`src/rtl/pwm_ramp_ctrl_if.sv`:
```
// rtl/pwm_ramp_ctrl_if.sv - duty-target handshake bundle for pwm_ramp_ctrl
//
// Signals:
//   tgt_duty   requested duty target (N bits), master -> slave
//   tgt_valid  target valid, master -> slave
//   tgt_ready  target ready, slave -> master
// The controller is the slave; software or the testbench is the master.
interface pwm_ramp_ctrl_if #(
    parameter int N = 8
);
    logic [N-1:0] tgt_duty;
    logic         tgt_valid;
    logic         tgt_ready;

    modport master (
        output tgt_duty,
        output tgt_valid,
        input  tgt_ready
    );

    modport slave (
        input  tgt_duty,
        input  tgt_valid,
        output tgt_ready
    );
endinterface

```
`src/rtl/pwm_ramp_ctrl.sv`:
```
// rtl/pwm_ramp_ctrl.sv - soft-start/soft-stop duty sequencer for the gate-driver pwm
//
// Walks pwm_duty toward a requested target in bounded steps, one step per
// PWM period (2^N clocks), and forces the PWM off on an external fault
// until software clears it.
//
// Ports:
//   clk            system clock
//   rst            synchronous active-high reset, shared with the pwm instance
//   enable         1 = run / ramp to target, 0 = soft stop
//   tgt            target handshake (slave side): tgt_duty, tgt_valid, tgt_ready
//   step           duty change per period; 0 behaves as 1
//   fault          external fault, level-sensitive
//   fault_clr      clears the latched fault once fault has dropped
//   pwm_ena        enable to the pwm instance
//   pwm_duty       registered duty to the pwm instance
//   at_target      state is HOLD
//   busy           state is RAMP or STOP
//   fault_latched  state is FAULT
module pwm_ramp_ctrl #(
    parameter int N = 8
) (
    input  logic             clk,
    input  logic             rst,
    input  logic             enable,
    pwm_ramp_ctrl_if.slave   tgt,
    input  logic [N-1:0]     step,
    input  logic             fault,
    input  logic             fault_clr,
    output logic             pwm_ena,
    output logic [N-1:0]     pwm_duty,
    output logic             at_target,
    output logic             busy,
    output logic             fault_latched
);

    localparam logic [N-1:0] ONE  = N'(1);
    localparam logic [N-1:0] ZERO = '0;

    typedef enum logic [2:0] {
        S_OFF   = 3'd0,
        S_RAMP  = 3'd1,
        S_HOLD  = 3'd2,
        S_STOP  = 3'd3,
        S_FAULT = 3'd4
    } state_t;

    state_t       state;
    logic [N-1:0] cnt;
    logic [N-1:0] duty_r;
    logic [N-1:0] target_r;
    logic         ena_r;

    logic         boundary;
    logic         accept;
    logic [N-1:0] step_eff;
    logic [N-1:0] ramp_next;
    logic [N-1:0] stop_next;

    // One step from cur toward dest, clamped at dest. The sum/difference is
    // formed one bit wider so that neither direction can wrap.
    function automatic logic [N-1:0] step_toward(
        input logic [N-1:0] cur,
        input logic [N-1:0] dest,
        input logic [N-1:0] s
    );
        logic [N:0]   wide;
        logic [N-1:0] res;
        res  = cur;
        wide = '0;
        if (dest > cur) begin
            wide = {1'b0, cur} + {1'b0, s};
            res  = (wide > {1'b0, dest}) ? dest : wide[N-1:0];
        end else if (dest < cur) begin
            wide = {1'b0, dest} + {1'b0, s};
            res  = ({1'b0, cur} < wide) ? dest : (cur - s);
        end
        return res;
    endfunction

    // The counter wraps together with the pwm instance's counter because
    // both are cleared by the same rst; the last count of each period is
    // where the next period's duty gets registered.
    assign boundary  = (cnt == '1);
    assign step_eff  = (step == ZERO) ? ONE : step;
    assign ramp_next = step_toward(duty_r, target_r, step_eff);
    assign stop_next = step_toward(duty_r, ZERO, step_eff);

    assign tgt.tgt_ready = (state != S_FAULT);
    assign accept        = tgt.tgt_valid && (state != S_FAULT);

    always_ff @(posedge clk) begin
        if (rst) begin
            state    <= S_OFF;
            cnt      <= '0;
            duty_r   <= '0;
            target_r <= '0;
            ena_r    <= 1'b0;
        end else begin
            cnt <= cnt + ONE;

            // Target preload/retarget is independent of the state walk; the
            // step below still sees the old target_r on the same edge.
            if (accept) begin
                target_r <= tgt.tgt_duty;
            end

            if (fault) begin
                // Fault wins over any step, stop or handshake in this cycle.
                state    <= S_FAULT;
                ena_r    <= 1'b0;
                duty_r   <= '0;
                target_r <= '0;
            end else begin
                case (state)
                    S_OFF: begin
                        ena_r  <= 1'b0;
                        duty_r <= '0;
                        if (enable) begin
                            state <= S_RAMP;
                            ena_r <= 1'b1;
                        end
                    end

                    S_RAMP: begin
                        if (!enable) begin
                            state <= S_STOP;
                        end else if (duty_r == target_r) begin
                            state <= S_HOLD;
                        end else if (boundary) begin
                            duty_r <= ramp_next;
                            if (ramp_next == target_r) begin
                                state <= S_HOLD;
                            end
                        end
                    end

                    S_HOLD: begin
                        if (!enable) begin
                            state <= S_STOP;
                        end else if (target_r != duty_r) begin
                            state <= S_RAMP;
                        end
                    end

                    S_STOP: begin
                        if (enable) begin
                            state <= S_RAMP;
                        end else if (duty_r == ZERO) begin
                            // Zero duty has already been registered for a
                            // cycle, so the enable can drop now.
                            state <= S_OFF;
                            ena_r <= 1'b0;
                        end else if (boundary) begin
                            duty_r <= stop_next;
                        end
                    end

                    S_FAULT: begin
                        ena_r    <= 1'b0;
                        duty_r   <= '0;
                        target_r <= '0;
                        if (fault_clr) begin
                            state <= S_OFF;
                        end
                    end

                    default: begin
                        state  <= S_OFF;
                        ena_r  <= 1'b0;
                        duty_r <= '0;
                    end
                endcase
            end
        end
    end

    assign pwm_ena       = ena_r;
    assign pwm_duty      = duty_r;
    assign at_target     = (state == S_HOLD);
    assign busy          = (state == S_RAMP) || (state == S_STOP);
    assign fault_latched = (state == S_FAULT);

endmodule

```
`src/flat_wrapper.sv`:
```
// flat-port wrapper written by rule: the top's interface ports become plain ports
module pwm_ramp_ctrl_flat 
#(
    parameter int N = 8
)
  (clk, rst, enable, step, fault, fault_clr, pwm_ena, pwm_duty, at_target, busy, fault_latched, tgt_tgt_duty, tgt_tgt_valid, tgt_tgt_ready);
  pwm_ramp_ctrl_if #(.N(N)) tgt_i ();
  input  logic clk;
  input  logic rst;
  input  logic enable;
  input  logic [N-1:0] step;
  input  logic fault;
  input  logic fault_clr;
  output logic pwm_ena;
  output logic [N-1:0] pwm_duty;
  output logic at_target;
  output logic busy;
  output logic fault_latched;
  input wire logic [$bits(tgt_i.tgt_duty)-1:0] tgt_tgt_duty;
  input wire logic [$bits(tgt_i.tgt_valid)-1:0] tgt_tgt_valid;
  output wire logic [$bits(tgt_i.tgt_ready)-1:0] tgt_tgt_ready;
  assign tgt_i.tgt_duty = tgt_tgt_duty;
  assign tgt_i.tgt_valid = tgt_tgt_valid;
  assign tgt_tgt_ready = tgt_i.tgt_ready;
  pwm_ramp_ctrl #(.N(N)) u_core (.clk(clk), .rst(rst), .enable(enable), .tgt(tgt_i), .step(step), .fault(fault), .fault_clr(fault_clr), .pwm_ena(pwm_ena), .pwm_duty(pwm_duty), .at_target(at_target), .busy(busy), .fault_latched(fault_latched));
endmodule
```
`config.mk`:
```
export PLATFORM = sky130hd
export DESIGN_NAME = pwm_ramp_ctrl_flat
export DESIGN_NICKNAME = d
export VERILOG_FILES = /design/src/rtl/pwm_ramp_ctrl_if.sv /design/src/rtl/pwm_ramp_ctrl.sv /design/src/flat_wrapper.sv
export SDC_FILE = /design/constraint.sdc
export NUM_CORES = 1
export LEC_CHECK = 0
export CAP_MARGIN = 20
export CORE_MARGIN = 3
export CORE_UTILIZATION = 45
export CTS_CLUSTER_DIAMETER = 80
export DETAILED_ROUTE_END_ITERATION = 10
export GPL_ROUTABILITY_DRIVEN = 0
export PLACE_DENSITY = 0.75
export SYNTH_ARGS = -nofsm -noshare
export SYNTH_HDL_FRONTEND = slang
export SYNTH_SLANG_ARGS = --single-unit
export TNS_END_PERCENT = 30
```
`constraint.sdc`:
```
create_clock -name clk -period 6.5 [get_ports clk]
set_input_delay 1.95 -clock clk [delete_from_list [all_inputs] [get_ports clk]]
set_output_delay 1.95 -clock clk [all_outputs]
set_load 0.02 [all_outputs]
```
## Yosys cells after proc, flatten, opt, wreduce, memory -nomap -nowiden

Index checks and enable logic that the tools add are counted.

| word-level totals | value |
|---|---|
| register bits | 28 |
| input port bits | 22 |
| output and inout bits | 13 |
| logic and storage cells | 93 |

| operators by class | value |
|---|---|
| $add $sub $neg | 4 |
| order comparisons | 8 |
| equality and inequality tests | 29 |
| muxes and demuxes | 32 |
| bitwise gates (word level) | 2 |
| reduce and logical (&&, ||, !) cells | 12 |

Operators by type and width:

| cell | number |
|---|---|
| 2-to-1 mux 8 bit | 15 |
| 2-to-1 mux 3 bit | 11 |
| case mux 8 bit (3 select lines) | 1 |
| adder 8 x 8 -> 9 bit | 2 |
| == test 8 bit | 2 |
| logical NOT 8 bit | 2 |
| less-than comparator 8 bit | 2 |
| case mux 3 bit (5 select lines) | 1 |
| != test 2 bit, second input constant | 6 |
| AND reduction 6 bit | 2 |
| != test 5 x 3 -> 1 bit, second input constant | 2 |
| greater-than comparator 9 x 1 -> 1 bit, second input constant | 1 |
| greater-than comparator 9 x 8 -> 1 bit | 1 |
| less-than comparator 8 x 9 -> 1 bit | 1 |
| != test 3 bit, second input constant | 3 |
| adder 8 x 1 -> 8 bit, second input constant | 1 |
| == test 8 bit, second input constant | 1 |
| greater-than comparator 1 x 8 -> 1 bit, first input constant | 1 |
| greater-than comparator 8 bit | 1 |
| less-than comparator 1 x 8 -> 1 bit, first input constant | 1 |
| != test 4 x 2 -> 1 bit, second input constant | 2 |
| != test 4 x 3 -> 1 bit, second input constant | 2 |
| != test 8 bit | 1 |
| AND reduction 8 bit | 1 |
| 16 further kinds | 24 |

## Logic depth before layout (Yosys ltp)

Gate-level depths: netlist of the first run.

| depth | value |
|---|---|
| depth in word-level cells | 14 |
| gate-level depth with buffers | 21 |
| depth with buffers taken out | 20 |

## Worst setup path after synthesis of the first run

OpenSTA, ideal clock, no wires.

| timing path | value |
|---|---|
| path type | input -> register |
| start point | in step[2] |
| end point | reg u_core.state[0] |
| setup time | 0.115 ns |
| arrival time | 5.638 ns |
| setup slack | 0.747 ns |
| cell stages on the path | 20 |
| path buffers | 1 |
| cell sequence | nor4_1 -> a41o_1 -> ha_1 -> fa_1 -> nand2b_4 -> a211oi_2 -> nor2_1 -> o21bai_1 -> xnor2_1 -> ha_1 -> a211oi_1 -> o211ai_1 -> o211ai_2 -> and2_1 -> buf_6 -> nand2b_4 -> o221a_4 -> mux2i_1 -> a41oi_2 -> a31o_1 |

| between the ends | value |
|---|---|
| word-level cells in the longest chain between the ends | 10 |
| elaborated cells between the ends (all ways) | 14 |
| classes of those cells | add/sub (3); order compare (2); eq/ne (2); mux (5); reduce/logical (2) |

Ends and longest elaborated chain:

| element | RTL line | source |
|---|---|---|
| start: declaration | flat_wrapper.sv:11 | `input logic [N-1:0] step;` |
| logical NOT 8 bit | pwm_ramp_ctrl.sv:85 | `assign step_eff = (step == ZERO) ? ONE : step;` |
| 2-to-1 mux 8 bit (*) | pwm_ramp_ctrl.sv:85 |  |
| adder 8 x 8 -> 9 bit | pwm_ramp_ctrl.sv:75 | `wide = {1'b0, dest} + {1'b0, s};` |
| less-than comparator 8 x 9 -> 1 bit | pwm_ramp_ctrl.sv:76 | `res = ({1'b0, cur} < wide) ? dest : (cur - s);` |
| 2-to-1 mux 8 bit | pwm_ramp_ctrl.sv:76 |  |
| 2-to-1 mux 8 bit | pwm_ramp_ctrl.sv:74 | `end else if (dest < cur) begin` |
| 2-to-1 mux 8 bit (*) | pwm_ramp_ctrl.sv:71 | `if (dest > cur) begin` |
| == test 8 bit (*) | pwm_ramp_ctrl.sv:132 | `if (ramp_next == target_r) begin` |
| != test 4 x 2 -> 1 bit (no source line) (*) | -- |  |
| AND reduction 6 bit (no source line) (*) | -- |  |
| end signal: assignment | pwm_ramp_ctrl.sv:129 | `state <= S_HOLD;` |
| end signal: assignment | pwm_ramp_ctrl.sv:133 | `state <= S_HOLD;` |
| end signal: assignment | pwm_ramp_ctrl.sv:140 | `state <= S_STOP;` |
| end: declaration | pwm_ramp_ctrl.sv:48 | `state_t state;` |

Every way passes the cells marked *; elsewhere a longest branch is shown, timed or not.
A chain may end at the register's enable or synchronous reset.

## Worst setup path after layout of the first run

Ends and elaborated chain as after synthesis.

==> results.py, run 1 <==
metrics = {
    "detailed_routing": {
        "drc": 0,
        "detail_route.wirelength_um": 10400,
        "drtAntennaViolNets": 0,
        "vias": 3579,
        "drt_iter0_drc": 307,
        "drtPass1Iterations": 5,
        "routed_via_density": 6.05,
        "drt-wirelength-per-cell_um": 17.6,
    },
    "synthesis": {
        "synthTopCellsByArea": "ha_1, dfxtp_1, nor2_1",
        "ys.flop_type": "dfxtp_1",
        "syn-num-nets": 538,
        "ys_top_cells_by_count": "nor2_1, ha_1, a21oi_1, inv_1, nand2_1",
        "synth_area_um2": 3700,
        "ys_warn_count": 0,
        "syn_avg_cell_area_um2": 7.96,
        "synth_edf_count": 0,
        "async_flop_share_pct": 0,
        "synth_seq_cells": 28,
        "syn_inst": 465,
        "synth_cell_types": 81,
        "yosys.area.top_type": "ha_1",
        "yosysSeqAreaShare_pct": 15.1,
        "yosysTopAreaCellShare_pct": 16.2,
        "yosysMostFrequentCell": "nor2_1",
    },
    "layout": {
        "fillers": 764,
        "final_util_pct": 52.9,
        "stdcell_count": 592,
        "num_antenna_cells": 0,
        "final_nets": 564,
        "layout-drive-gt1-share_pct": 9.59,
        "area.growth.synth_to_final_pct": 12.1,
    },
    "grt": {
        "grt_overflow": 0,
        "grt_max_degree": 17,
        "grt_pass1_vias": 3471,
        "grt_pass1_wl_um": 16900,
        "grt_use_total_pct": 21.5,
        "antenna_found_initial": 0,
    },
    "critical_path": {
        "cp_slowest_cell": "clkdlybuf4s50_1",
        "worstPathArrival_ns": 6.41,
        "start_kind": "input port",
        "required_ns": 6.68,
        "path_class": "input port to register",
        "cp_top_family": "compound AO/OA/AOI/OAI gates",
        "path_buf_inv": 2,
        "path_cells": "clkdlybuf4s50_1, nor4_1, a41o_1, ha_1, inv_1, fa_1, nand2b_1, a21oi_2, a31oi_1, xor2_1, ha_1, a211o_1, a31oi_1, o21ai_1, o211ai_4, mux2i_1, o21ai_0, o22ai_2, a41oi_2, a31o_1",
        "slowest_delay_ns": 0.48,
        "endpoint_kind": "register",
        "cp_max_fo": 9,
    },
    "timing": {
        "final_hold_viol_count": 0,
        "slew_viol_final": 0,
        "tns_ns": 0,
        "period_needed_ns": 6.24,
        "skew_ns": 0.00247,
        "max_slew_margin_pct": 34.2,
        "fin_ws_ns": 0.264,
        "tightest_slew_ns": 0.986,
        "fin_crit_sh_pct": 95.9,
        "max_freq_mhz": 160,
        "setup_viol_count_final": 0,
    },
    "clock_tree": {
        "cts.reportedPaths.clkPinSlew_ns": 0.09,
        "cts-resized-gates": 0,
        "tritoncts": "yes",
        "root_buffer": "clkbuf_8",
        "clock_latency_ns": 0.27,
        "numCtsBuffers": 3,
        "cts_hold_buf": 0,
        "htreeDepth": 1,
        "postCtsSetupBuffers": 0,
        "clk_path_buf_depth": 2,
        "numClockSinks": 28,
    },
    "power": {
        "power.total_uw": 651,
        "ir_worst_vdd_v": 0.000109,
        "power.density_nw_per_um2": 157,
        "p_leak_nw": 1.74,
    },
    "outcome": {
        "status": "complete, no violations",
    },
    "die": {
        "die_w_um": 96.7,
        "floorplan.initialDensity_pct": 47.2,
        "row_count": 32,
        "io_pins": 35,
        "die_h_um": 96.7,
        "core_um2": 7850,
        "dieArea_um2": 9350,
    },
    "min_path": {
        "hp-class": "register to register",
    },
    "flow_run": {
        "max_cap_viol_count": 0,
    },
    "placement": {
        "hpwlAfterDp_um": 8310,
        "post-place-ws_ns": -0.0226,
        "port_buffers": 34,
        "dp_cells": 588,
    },
}
## kinds of logic after synthesis
group	share of synthesized area, %
AO/OA/AOI/OAI	27.6
multiplexers	4.32
flip-flops	15.1
buffers and inverters	8.24
adder cells (fa/ha/maj)	17.8
AND/OR/NAND/NOR	19.5
XOR/XNOR	7.33
## per-layer routing
layer	wire length, um	share of wire (%)	GRT usage (%)	vias up
li1	-	-	-	1732
met1	4310	41	26.4	1660
met2	5000	48	37.3	158
met3	766	7.4	2.96	29
met4	336	3.2	9.50	0
met5	0	0	0	-
## where the power goes
| part | leakage, nW | switching (mW) | internal, mW |
|---|---|---|---|
| registers | 0.228 | 0.0154 | 0.178 |
| clock network | 0.0357 | 0.0540 | 0.0825 |
| logic | 1.48 | 0.182 | 0.139 |
| total | 1.74 | 0.251 | 0.400 |
## cell type report
cell class | count | area, um^2 | area share (%)
clock inverter | 1 | 30.0 | 0.723
timing repair buffer | 43 | 408 | 9.82
multi-input combinational | 378 | 2850 | 68.5
clock buffer | 3 | 41.3 | 0.994
inverter | 37 | 139 | 3.34
sequential | 28 | 561 | 13.5
tap | 102 | 128 | 3.07
## metrics by stage
step	hold slack (ns)	area, um^2
finish	0.472	4150
CTS	0.477	4140
global route	0.514	4150
detailed placement	0.453	4070
floorplan	0.430	3700
global placement	0.445	4070
## worst reg2reg max path, stage by stage, from the launching register on
cell and delay (ns):
dfxtp_1 0.56, ha_1 0.30, a21o_1 0.18, a21oi_1 0.22, o21bai_1 0.09, a21oi_1 0.22, o21bai_1 0.10, a21oi_1 0.19
xor2_1 0.17, ha_1 0.20, nor2_1 0.05, a211oi_1 0.38, o211ai_4 0.24, or2b_2 0.36, o221a_4 0.29, mux2i_1 0.17
a41oi_2 0.13, a31o_1 0.23
## cell usage in the layout (no fill, tap or decap), types with 3 or more instances in the layout
| master | netlist | routed |
|---|---|---|
| a211o_1 | 3 | 3 |
| a211oi_1 | 8 | 7 |
| a211oi_2 | 2 | 3 |
| a21o_1 | 5 | 5 |
| a21oi_1 | 38 | 37 |
| a31oi_1 | 6 | 6 |
| a32oi_1 | 4 | 4 |
| buf_4 | 1 | 9 |
| clkbuf_8 | 7 | 3 |
| clkdlybuf4s50_1 | 0 | 34 |
| dfxtp_1 | 28 | 28 |
| fa_1 | 3 | 3 |
| ha_1 | 48 | 48 |
| inv_1 | 36 | 36 |
| mux2i_1 | 16 | 16 |
| nand2_1 | 29 | 29 |
| nand2b_1 | 5 | 5 |
| nand3_1 | 6 | 6 |
| nand4_1 | 4 | 4 |
| nor2_1 | 57 | 57 |
| nor2b_1 | 4 | 4 |
| nor3_1 | 9 | 9 |
| nor4_1 | 6 | 6 |
| o21a_1 | 3 | 3 |
| o21ai_0 | 19 | 19 |
| o21ai_1 | 5 | 5 |
| o21bai_1 | 6 | 6 |
| xnor2_1 | 18 | 18 |
| xor2_1 | 13 | 13 |
## flip-flops by register name, summed over array words and instances (netlist names)
signal,flops
u_core.cnt,8
u_core.pwm_duty,8
u_core.target_r,8
u_core.pwm_ena,1
u_core.state,3
## worst paths after layout
| kind | cells after the start | slack, ns | end | from |
|---|---|---|---|---|
| max | 20 | 0.26 | u_core.state[0] | step[2] |
| min | 1 | 0.47 | u_core.cnt[0] | u_core.cnt[0] |
| max reg2reg | 17 | 2.33 | u_core.state[0] | u_core.target_r[1] |
| min reg2reg | 1 | 0.47 | u_core.cnt[0] | u_core.cnt[0] |
No activity file was read; power rests on OpenSTA's default activity.
==> run 2: changes to the inputs <==
--- a/config.mk
+++ b/config.mk
@@ -7,11 +7,12 @@
 export LEC_CHECK = 0
 export CAP_MARGIN = 20
 export CORE_MARGIN = 3
-export CORE_UTILIZATION = 45
+export CORE_UTILIZATION = 50
 export CTS_CLUSTER_DIAMETER = 80
 export DETAILED_ROUTE_END_ITERATION = 10
 export GPL_ROUTABILITY_DRIVEN = 0
-export PLACE_DENSITY = 0.75
+export PLACE_DENSITY = 0.81
+export SKIP_CTS_REPAIR_TIMING = 1
 export SYNTH_ARGS = -nofsm -noshare
 export SYNTH_HDL_FRONTEND = slang
 export SYNTH_SLANG_ARGS = --single-unit
==> run 2 against run 1 <==
Design area increased by 1.1%. Total power increased by 1.3%. Clock power about the same. Worst hold slack improved by 0.0021 ns. Non-clock buffer count increased by 4. Clock skew about the same. Combinational power increased by 2%. Cell count decreased by 0.34%. Global-route usage increased by 2.5 points. Fmax decreased by 1.5%.
==> results.py, run 2 (synthesized netlist as in run 1, its figures left out) <==
metrics = {
    "grt": {
        "grt_max_degree": 17,
        "grt_pass1_vias": 3509,
        "grt_pass1_wl_um": 16700,
        "grt_overflow": 0,
        "antenna_found_initial": 0,
        "grt_use_total_pct": 24.0,
    },
    "die": {
        "die_w_um": 92.1,
        "io_pins": 35,
        "die_h_um": 92.1,
        "row_count": 30,
        "floorplan.initialDensity_pct": 53.0,
        "core_um2": 6980,
        "dieArea_um2": 8480,
    },
    "critical_path": {
        "start_kind": "input port",
        "startpoint": "step[2]",
        "r2r_start": "u_core.target_r[1]",
        "worstPathArrival_ns": 6.51,
        "required_ns": 6.68,
        "path_class": "input port to register",
        "cp_max_fo": 5,
        "endpoint_kind": "register",
    },
    "power": {
        "power.density_nw_per_um2": 157,
        "p_leak_nw": 1.76,
        "ir_worst_vdd_v": 0.000118,
    },
    "placement": {
        "post-place-ws_ns": -0.0250,
        "port_buffers": 34,
        "dp_cells": 582,
        "hpwlAfterDp_um": 8120,
    },
    "detailed_routing": {
        "drtPass1Iterations": 8,
        "vias": 3690,
        "drt_iter0_drc": 551,
        "drc": 0,
        "drtAntennaViolNets": 0,
        "routed_via_density": 6.25,
        "detail_route.wirelength_um": 10600,
        "drt-wirelength-per-cell_um": 17.9,
    },
    "layout": {
        "num_antenna_cells": 0,
        "final_common_cell": "nor2_1",
        "layout-drive-gt1-share_pct": 10.7,
        "stdcell_count": 590,
        "area.growth.synth_to_final_pct": 13.4,
        "final_nets": 568,
        "most-common-layout-cells": "nor2_1, ha_1, a21oi_1, inv_1, clkdlybuf4s50_1",
    },
    "timing": {
        "tightest_slew_ns": 0.951,
        "fin_ws_ns": 0.169,
        "final_hold_viol_count": 0,
        "period_needed_ns": 6.33,
        "timing.hold.ws_ns": 0.475,
        "slew_viol_final": 0,
        "tns_ns": 0,
        "skew_ns": 0.00284,
        "max_freq_mhz": 158,
        "fin_crit_sh_pct": 97.4,
        "max_slew_margin_pct": 36.6,
        "setup_viol_count_final": 0,
    },
    "clock_tree": {
        "numClockSinks": 28,
        "clk_path_buf_depth": 2,
        "clock_latency_ns": 0.28,
        "cts.reportedPaths.clkPinSlew_ns": 0.10,
        "root_buffer": "clkbuf_8",
        "htreeDepth": 1,
        "numCtsBuffers": 3,
        "tritoncts": "yes",
    },
    "flow_run": {
        "max_cap_viol_count": 0,
    },
    "min_path": {
        "hp-start": "u_core.cnt[0]",
        "hp-class": "register to register",
    },
    "outcome": {
        "status": "complete, no violations",
    },
}
run 2: changes by cell type in the layout (fill, tap and decap cells not counted), sizes merged:
cell  before  now
buf        9   13
run 2: layer usage:
layer | wire length [um] | vias up | track usage [%]
met5 | 0 | - | 0
met4 | 502 | 0 | 11.5
met3 | 897 | 61 | 3.77
met2 | 4870 | 203 | 40.2
met1 | 4290 | 1694 | 30.1
li1 | - | 1732 | -
run 2: worst paths after layout:
kind / endpoint / slack, ns / cells past startpoint
setup reg to reg: u_core.state[0] / 2.21 / 16
setup / recovery: u_core.state[0] / 0.17 / 20
hold reg to reg: u_core.cnt[0] / 0.47 / 1
hold / removal: u_core.cnt[0] / 0.47 / 1
run 2: worst max-delay path: stages:
cell	delay (ns)
clkdlybuf4s50_1	0.49
nor4_2	0.30
a41o_1	0.26
ha_1	0.18
inv_1	0.05
fa_1	0.38
nand2b_1	0.16
a21oi_1	0.22
a31oi_1	0.16
xor2_1	0.17
ha_1	0.33
a211o_1	0.29
a31oi_1	0.16
o21ai_1	0.12
o211ai_4	0.15
mux2i_2	0.35
o21ai_1	0.16
o22ai_2	0.24
a41oi_2	0.15
a31o_1	0.23
run 2: per-stage QoR:
step	area [um^2]	total power, mW	utilization (%)
final	4200	0.660	60.1
after global routing	4200	0.696	60.1
after CTS	4140	0.645	59.2
after detailed placement	4070	0.507	58.2
after global placement	4070	0.498	58.2
after floorplan	3700	0.433	-
run 2: report_power, final:
group          switching [mW]  internal, mW
registers              0.0155         0.178
logic                   0.186         0.142
clock network          0.0564        0.0825
run 2: final cells by class:
class	count	area [um^2]
inverters	37	139
clock inverters	1	30.0
repair buffers	47	450
multi-input cells	378	2860
fillers	604	2780
flip-flops and latches	28	561
clock buffers	3	41.3
well taps	96	120
==> run 3: changes to the inputs <==
--- a/config.mk
+++ b/config.mk
@@ -11,6 +11,7 @@
 export CTS_CLUSTER_DIAMETER = 80
 export DETAILED_ROUTE_END_ITERATION = 10
 export GPL_ROUTABILITY_DRIVEN = 0
+export MAX_ROUTING_LAYER = met4
 export PLACE_DENSITY = 0.81
 export SKIP_CTS_REPAIR_TIMING = 1
 export SYNTH_ARGS = -nofsm -noshare
==> run 3 against run 2 <==
Global-route usage grew 0.66 points. Routed wire length shrank 0.66%. Utilization unchanged. Worst setup slack got worse by 0.013 ns. First-iteration DRC count is 14% higher. Flip-flop and latch count did not move. Sequential power is essentially flat. Critical path depth did not move. Combinational power hardly changed. Clock skew down 0.00090 ns. Sequential share of layout area is the same. Critical path type unchanged. Critical endpoint unchanged.
==> results.py, run 3 (synthesized netlist as in run 1, its figures left out) <==
metrics = {
    "outcome": {
        "status": "complete, no violations",
    },
    "clock_tree": {
        "clk_path_buf_depth": 2,
        "numCtsBuffers": 3,
        "htreeDepth": 1,
        "tritoncts": "yes",
        "root_buffer": "clkbuf_8",
        "clock_latency_ns": 0.28,
        "cts.reportedPaths.clkPinSlew_ns": 0.10,
        "numClockSinks": 28,
    },
    "detailed_routing": {
        "vias": 3714,
        "drt_iter0_drc": 627,
        "drtAntennaViolNets": 0,
        "detail_route.wirelength_um": 10500,
        "routed_via_density": 6.29,
        "drtPass1Iterations": 6,
        "drc": 0,
        "drt-wirelength-per-cell_um": 17.8,
    },
    "grt": {
        "grt_max_degree": 17,
        "grt_pass1_vias": 3499,
        "grt_pass1_wl_um": 16800,
        "antenna_found_initial": 0,
        "grt_use_total_pct": 24.7,
        "grt_overflow": 0,
    },
    "timing": {
        "tightest_slew_ns": 0.952,
        "setup_viol_count_final": 0,
        "final_hold_viol_count": 0,
        "timing.hold.ws_ns": 0.475,
        "fin_crit_sh_pct": 97.6,
        "max_slew_margin_pct": 36.6,
        "skew_ns": 0.00193,
        "slew_viol_final": 0,
        "period_needed_ns": 6.34,
        "max_freq_mhz": 158,
    },
    "die": {
        "dieArea_um2": 8480,
        "core_um2": 6980,
        "row_count": 30,
        "die_h_um": 92.1,
        "floorplan.initialDensity_pct": 53.0,
        "die_w_um": 92.1,
        "io_pins": 35,
    },
    "layout": {
        "most-common-layout-cells": "nor2_1, ha_1, a21oi_1, inv_1, clkdlybuf4s50_1",
        "area.growth.synth_to_final_pct": 13.4,
        "multi_input_area_um2": 2860,
        "stdcell_count": 590,
        "layout-drive-gt1-share_pct": 10.7,
        "fin_area_um2": 4200,
        "fillers": 604,
        "final_nets": 568,
        "num_antenna_cells": 0,
        "ff_latch_area_um2": 561,
        "final_common_cell": "nor2_1",
        "final_util_pct": 60.1,
    },
    "critical_path": {
        "start_kind": "input port",
        "required_ns": 6.68,
        "path_class": "input port to register",
        "worstPathArrival_ns": 6.52,
        "endpoint_kind": "register",
        "cp_max_fo": 5,
    },
    "power": {
        "swShare_pct": 38.8,
        "p_leak_nw": 1.76,
        "p_sw_uw": 255,
        "p_int_uw": 402,
        "power.density_nw_per_um2": 156,
        "pwr-share-seq_pct": 29.4,
        "clkPwrFrac_pct": 21.0,
        "ir_worst_vdd_v": 0.000118,
        "combPwrFrac_pct": 49.6,
    },
    "placement": {
        "dp_cells": 582,
        "post_dp_cell_area_um2": 4070,
        "hpwlAfterDp_um": 8120,
        "port_buffers": 34,
    },
    "min_path": {
        "hp-class": "register to register",
    },
    "flow_run": {
        "max_cap_viol_count": 0,
    },
}
[run 3: cell counts in the layout (fill, tap and decap cells not counted)]
No cell type changed its count.
[run 3: final timing paths]
| path | startpoint | endpoint | slack [ns] | cells past startpoint |
|---|---|---|---|---|
| setup / recovery | step[2] | u_core.state[0] | 0.16 | 20 |
| hold / removal | u_core.cnt[0] | u_core.cnt[0] | 0.47 | 1 |
| setup reg to reg | u_core.target_r[1] | u_core.state[0] | 2.22 | 16 |
| hold reg to reg | u_core.cnt[0] | u_core.cnt[0] | 0.47 | 1 |
[run 3: cell type report]
cell class	count	area share, %
Inverter	37	3.31
Clock inverter	1	0.715
Clock buffer	3	0.983
Sequential cell	28	13.3
Tap cell	96	2.86
Multi-Input combinational cell	378	68.1
Timing Repair Buffer	47	10.7
[run 3: metal layers]
metal / vias to the layer above / track usage (%) / routed length (um) / share of wire [%]
met5: - / - / 0 / 0
met4: 0 / 11.5 / 534 / 5.1
met3: 61 / 3.69 / 883 / 8.4
met2: 216 / 40.1 / 4830 / 46
met1: 1704 / 30.2 / 4240 / 40
li1: 1733 / - / - / -
[run 3: power groups by stage]
stage | Clock, mW | Sequential, mW | Combinational [mW]
2_1_floorplan | 0 | 0.191 | 0.242
3_3_place_gp | 0 | 0.196 | 0.302
3_5_place_dp | 0 | 0.197 | 0.310
4_1_cts | 0.140 | 0.193 | 0.312
5_1_grt | 0.147 | 0.194 | 0.354
6_report | 0.138 | 0.193 | 0.326
[run 3: worst max-delay path, cell delays in order]
cell             delay [ns]
clkdlybuf4s50_1        0.50
nor4_2                 0.30
a41o_1                 0.26
ha_1                   0.18
inv_1                  0.05
fa_1                   0.38
nand2b_1               0.16
a21oi_1                0.22
a31oi_1                0.16
xor2_1                 0.17
ha_1                   0.33
a211o_1                0.29
a31oi_1                0.15
o21ai_1                0.12
o211ai_4               0.16
mux2i_2                0.34
o21ai_1                0.17
o22ai_2                0.24
a41oi_2                0.15
a31o_1                 0.23
[run 3: stage by stage]
step           setup WS, ns  TNS, ns  total power [mW]
4_1_cts               0.149        0             0.645
6_report              0.155        0             0.657
5_1_grt             -0.0355  -0.0355             0.696
3_3_place_gp          0.185        0             0.498
3_5_place_dp        -0.0250  -0.0250             0.507
2_1_floorplan         0.747        0             0.433
